==> config.mk <==
export PLATFORM = sky130hd
export DESIGN_NAME = clk_div_prog
export DESIGN_NICKNAME = d
export VERILOG_FILES = /design/src/rtl/clk_div_prog.sv
export SDC_FILE = /design/constraint.sdc
export NUM_CORES = 1
export LEC_CHECK = 0
export CORE_UTILIZATION = 60
export CTS_BUF_LIST = sky130_fd_sc_hd__clkbuf_8
export CTS_CLUSTER_DIAMETER = 40
export DETAILED_ROUTE_END_ITERATION = 8
export MAX_ROUTING_LAYER = met4
export PLACE_DENSITY_LB_ADDON = 0.12
export RECOVER_POWER = 100
export SLEW_MARGIN = 25
export SYNTH_ARGS = -nofsm -noshare
export SYNTH_HDL_FRONTEND = slang
export SYNTH_SLANG_ARGS = --single-unit
==> constraint.sdc <==
create_clock -name clk -period 5.76 [get_ports clk]
set_clock_uncertainty 0.1 [all_clocks]
set_input_delay 0.864 -clock clk [delete_from_list [all_inputs] [get_ports clk]]
set_output_delay 0.864 -clock clk [all_outputs]
set_load 0.01 [all_outputs]
==> src/rtl/clk_div_prog.sv <==
// Runtime-programmable divide-by-N clock generator with 50% duty for odd and even N.
// New divisors are staged in a shadow register and applied only at a period boundary.
module clk_div_prog #(
    parameter int CNT_W       = 8,
    parameter int DEFAULT_DIV = 3
) (
    input  logic             clk,
    input  logic             reset,
    input  logic             enable,
    input  logic [CNT_W-1:0] div_in,
    input  logic             div_load,
    output logic [CNT_W-1:0] div_cur,
    output logic             div_pending,
    output logic             div_err,
    output logic             tick,
    output logic             clk_out
);

    localparam logic [CNT_W-1:0] DIV_RST = CNT_W'(DEFAULT_DIV);
    localparam logic [CNT_W-1:0] ONE     = CNT_W'(1);
    localparam logic [CNT_W-1:0] TWO     = CNT_W'(2);

    logic [CNT_W-1:0] div_cur_q, div_cur_d;
    logic [CNT_W-1:0] shadow_q, shadow_d;
    logic [CNT_W-1:0] cnt_q, cnt_d;
    logic             pend_q, pend_d;
    logic             err_q, err_d;
    logic             run_q, run_d;
    logic             pos_hi_q, pos_hi_d;
    logic             tick_q, tick_d;
    logic             neg_hi_q;

    logic [CNT_W-1:0] half;
    logic [CNT_W-1:0] cnt_inc;
    logic             at_end;
    logic             load_ok;

    always_comb begin
        half     = div_cur_q >> 1;
        cnt_inc  = cnt_q + ONE;
        at_end   = (cnt_q == div_cur_q - ONE);
        load_ok  = div_load && (div_in >= TWO);

        div_cur_d = div_cur_q;
        shadow_d  = shadow_q;
        pend_d    = pend_q;
        cnt_d     = cnt_q;
        run_d     = run_q;
        pos_hi_d  = pos_hi_q;

        if (!enable) begin
            run_d    = 1'b0;
            cnt_d    = '0;
            pos_hi_d = 1'b0;
        end else if (!run_q) begin
            run_d    = 1'b1;
            cnt_d    = '0;
            pos_hi_d = 1'b1;
        end else if (at_end) begin
            cnt_d    = '0;
            pos_hi_d = 1'b1;
            if (pend_q) begin
                div_cur_d = shadow_q;
                pend_d    = 1'b0;
            end
        end else begin
            cnt_d    = cnt_inc;
            pos_hi_d = (cnt_inc < half);
        end

        // A load coinciding with a wrap stays pending for the following boundary.
        if (load_ok) begin
            shadow_d = div_in;
            pend_d   = 1'b1;
        end

        err_d  = div_load && !load_ok;
        tick_d = run_d && (cnt_d == '0);
    end

    always_ff @(posedge clk) begin
        if (reset) begin
            div_cur_q <= DIV_RST;
            shadow_q  <= '0;
            pend_q    <= 1'b0;
            err_q     <= 1'b0;
            cnt_q     <= '0;
            run_q     <= 1'b0;
            pos_hi_q  <= 1'b0;
            tick_q    <= 1'b0;
        end else begin
            div_cur_q <= div_cur_d;
            shadow_q  <= shadow_d;
            pend_q    <= pend_d;
            err_q     <= err_d;
            cnt_q     <= cnt_d;
            run_q     <= run_d;
            pos_hi_q  <= pos_hi_d;
            tick_q    <= tick_d;
        end
    end

    // Half-cycle delayed copy; stretches the high phase for odd divisors.
    always_ff @(negedge clk) begin
        if (reset) begin
            neg_hi_q <= 1'b0;
        end else begin
            neg_hi_q <= pos_hi_q;
        end
    end

    assign clk_out     = pos_hi_q | (div_cur_q[0] & neg_hi_q);
    assign div_cur     = div_cur_q;
    assign div_pending = pend_q;
    assign div_err     = err_q;
    assign tick        = tick_q;

endmodule

==> results.yml, run 1 <==
clock_network:
  cts_setup_buffers: 0
  cts_num_sinks: 30
  cts.clk_slew.worst_paths_ns: 0.06
  cts_tree: "yes"
  hold_buffers: 0
  cts_inserted_buffers: 5
  cts_buffer_depth: 2
  ctsHtreeMaxLevel: 2
  ctsRootBufferMaster: "clkbuf_8"
  post_cts_resized: 0
  clk_latency_ns: 0.28
final_layout:
  mostFrequentLayoutCells: "dfxtp_1, nand2_1, a21oi_1, dlygate4sd3_1, inv_1"
  mostFrequentLayoutCell: "dfxtp_1"
  drive_above_1_share: 0.0849
  area_delta_synth_final_pct: 18.5
  fin_nets: 231
  diodes: 0
critical_path:
  cp.arrival_ns: 4.26
  r2r_setup_slack_ns: 2.26
  critPathKind: "flop to output port"
  path_max_fanout: 1
  cp-endpoint: "clk_out"
  worst_setup_path_start_kind: "flop"
  crit_required_ns: 4.80
  crit_path_end_kind: "output port"
  timing.rr.start: "pos_hi_q"
  reg2reg_depth: 1
  critPathLaunch: "neg_hi_q"
  rr_endpoint: "neg_hi_q"
floorplanning:
  die_h_um: 54.9
  coreArea_um2: 2570
  die_area_um2: 3020
  io_pins: 24
  start_util: 0.655
  die_w_um: 54.9
  row_count: 18
route:
  drc: 0
  first_pass_iters: 4
  num_vias: 1484
  wl_per_cell_um: 15.9
  routed_wirelength_mm: 3.85
  viasPerCell: 6.13
  drtIter0Drc: 60
  ant_nets: 0
flow_run:
  maxCapViolations: 0
grt:
  antenna_found_initial: 0
  grt-ovfl-total: 0
  grt_max_degree: 22
  grt_pass1_wl_mm: 5.69
  grt_pass1_vias: 1287
  grt_usage: 0.282
yosys:
  syn_nets: 209
  synth_cell_types: 46
  synth_area_leaders: "dfxtp_1, ha_1, xnor2_1"
  synth_top_cell_by_area: "dfxtp_1"
  synth-seq-cells: 30
  synthCells: 189
  ys_seq_area_frac: 0.357
  avgSynthCellArea_um2: 8.90
  yosys_warnings: 0
  synth_ff_type: "dfxtp_1"
  synth_top_area_frac: 0.357
  synth_area_um2: 1680
  async_reset_ff_frac: 0
  synth_edf_count: 0
sta:
  tightestPinTransition_ns: 1.25
  hold_violations: 0
  slew_headroom: 0.155
  tns_ns: 0
  slew_viol_final: 0
  setup_violations: 0
  rsz0062_at_grt: "no"
placement:
  gp_congestion: 0.829
  placement.io_buffers: 23
  dp_hpwl_mm: 2.72
power:
  powerDensity_nw_per_um2: 255
  p_leak_nw: 0.815
  power_uw: 509
  ir_drop_mv: 0.238
status:
  status: "complete, no violations"
min_path:
  hp-class: "flop to flop"
[critical path: stages (launching register included)]
cell and delay [ns]:
dfxtp_1 0.29, a21o_1 0.16, dlygate4sd3_1 0.59
[logic make-up after synthesis]
| family | after synthesis | synth area share |
|---|---|---|
| AND/OR/NAND/NOR | 66 | 0.222 |
| AO/OA/AOI/OAI | 44 | 0.182 |
| flip-flops | 30 | 0.357 |
| buffers and inverters | 20 | 0.0484 |
| XOR/XNOR | 18 | 0.103 |
| adder cells (fa/ha/maj) | 8 | 0.0595 |
| multiplexers | 3 | 0.0283 |
[sequential cells by signal (all words and copies together), names as in the netlist]
name / flops
run_q: 1
div_pending: 1
cnt_q: 8
neg_hi_q: 1
div_cur: 8
pos_hi_q: 1
shadow_q: 8
div_err: 1
tick: 1
[through the flow]
step	utilization	hold slack (ns)	instances	instance area, um2	setup slack, ns
CTS	0.802	0.362	242	2060	0.647
finish	0.776	0.360	242	1990	0.541
global route	0.776	0.384	242	1990	0.483
global placement	0.747	0.348	234	1920	1.01
floorplan	-	0.335	189	1680	1.45
detailed placement	0.747	0.351	234	1920	0.995
[synthesized netlist by cell type (all sizes together) (2+ instances only)]
master and number:
nor2b 5, a31oi 5, nor3 4, nand3 8, nand4 9, dfxtp 30, ha 8, buf 4
nand2 16, a211o 2, mux2i 2, o31ai 2, clkbuf 5, a22oi 2, xor2 8, or4 2
a21o 3, nor2 10, and3 8, inv 11, o21ai 8, xnor2 10, a21oi 14
[layout make-up]
| type | instances | area [um2] |
|---|---|---|
| Multi-Input combinational cell | 139 | 937 |
| Sequential cell | 30 | 601 |
| Fill cell | 187 | 574 |
| Timing Repair Buffer | 24 | 234 |
| Clock buffer | 6 | 82.6 |
| Clock inverter | 3 | 63.8 |
| Inverter | 10 | 37.5 |
| Tap cell | 30 | 37.5 |
[per-layer routing]
layer  track usage  share of wire
met1         0.336           0.44
met2         0.434           0.47
met3        0.0956          0.078
met4         0.121          0.013
met5             -              0
[how the worst min path moves through the flow]
stage,from,end,slack (ns),depth (start not counted)
2_1_floorplan,shadow_q[0],div_cur[0],0.34,1
3_3_place_gp,shadow_q[4],shadow_q[4],0.35,2
3_5_place_dp,shadow_q[1],div_cur[1],0.35,1
4_1_cts,shadow_q[1],shadow_q[1],0.36,2
5_1_grt,shadow_q[4],shadow_q[4],0.38,2
6_report,shadow_q[1],shadow_q[1],0.36,2
[report_power, final]
group	internal, mW	switching, mW
clock	0.185	0.0812
combinational	0.0136	0.0123
sequential	0.213	0.00353
No activity file was read; power rests on OpenSTA's default activity.
==> inputs of run 2 (changes only) <==
- GPL_ROUTABILITY_DRIVEN: default -> 0
==> results of run 2 <==
Final layout, timing and power as in run 1 (identical DEF).
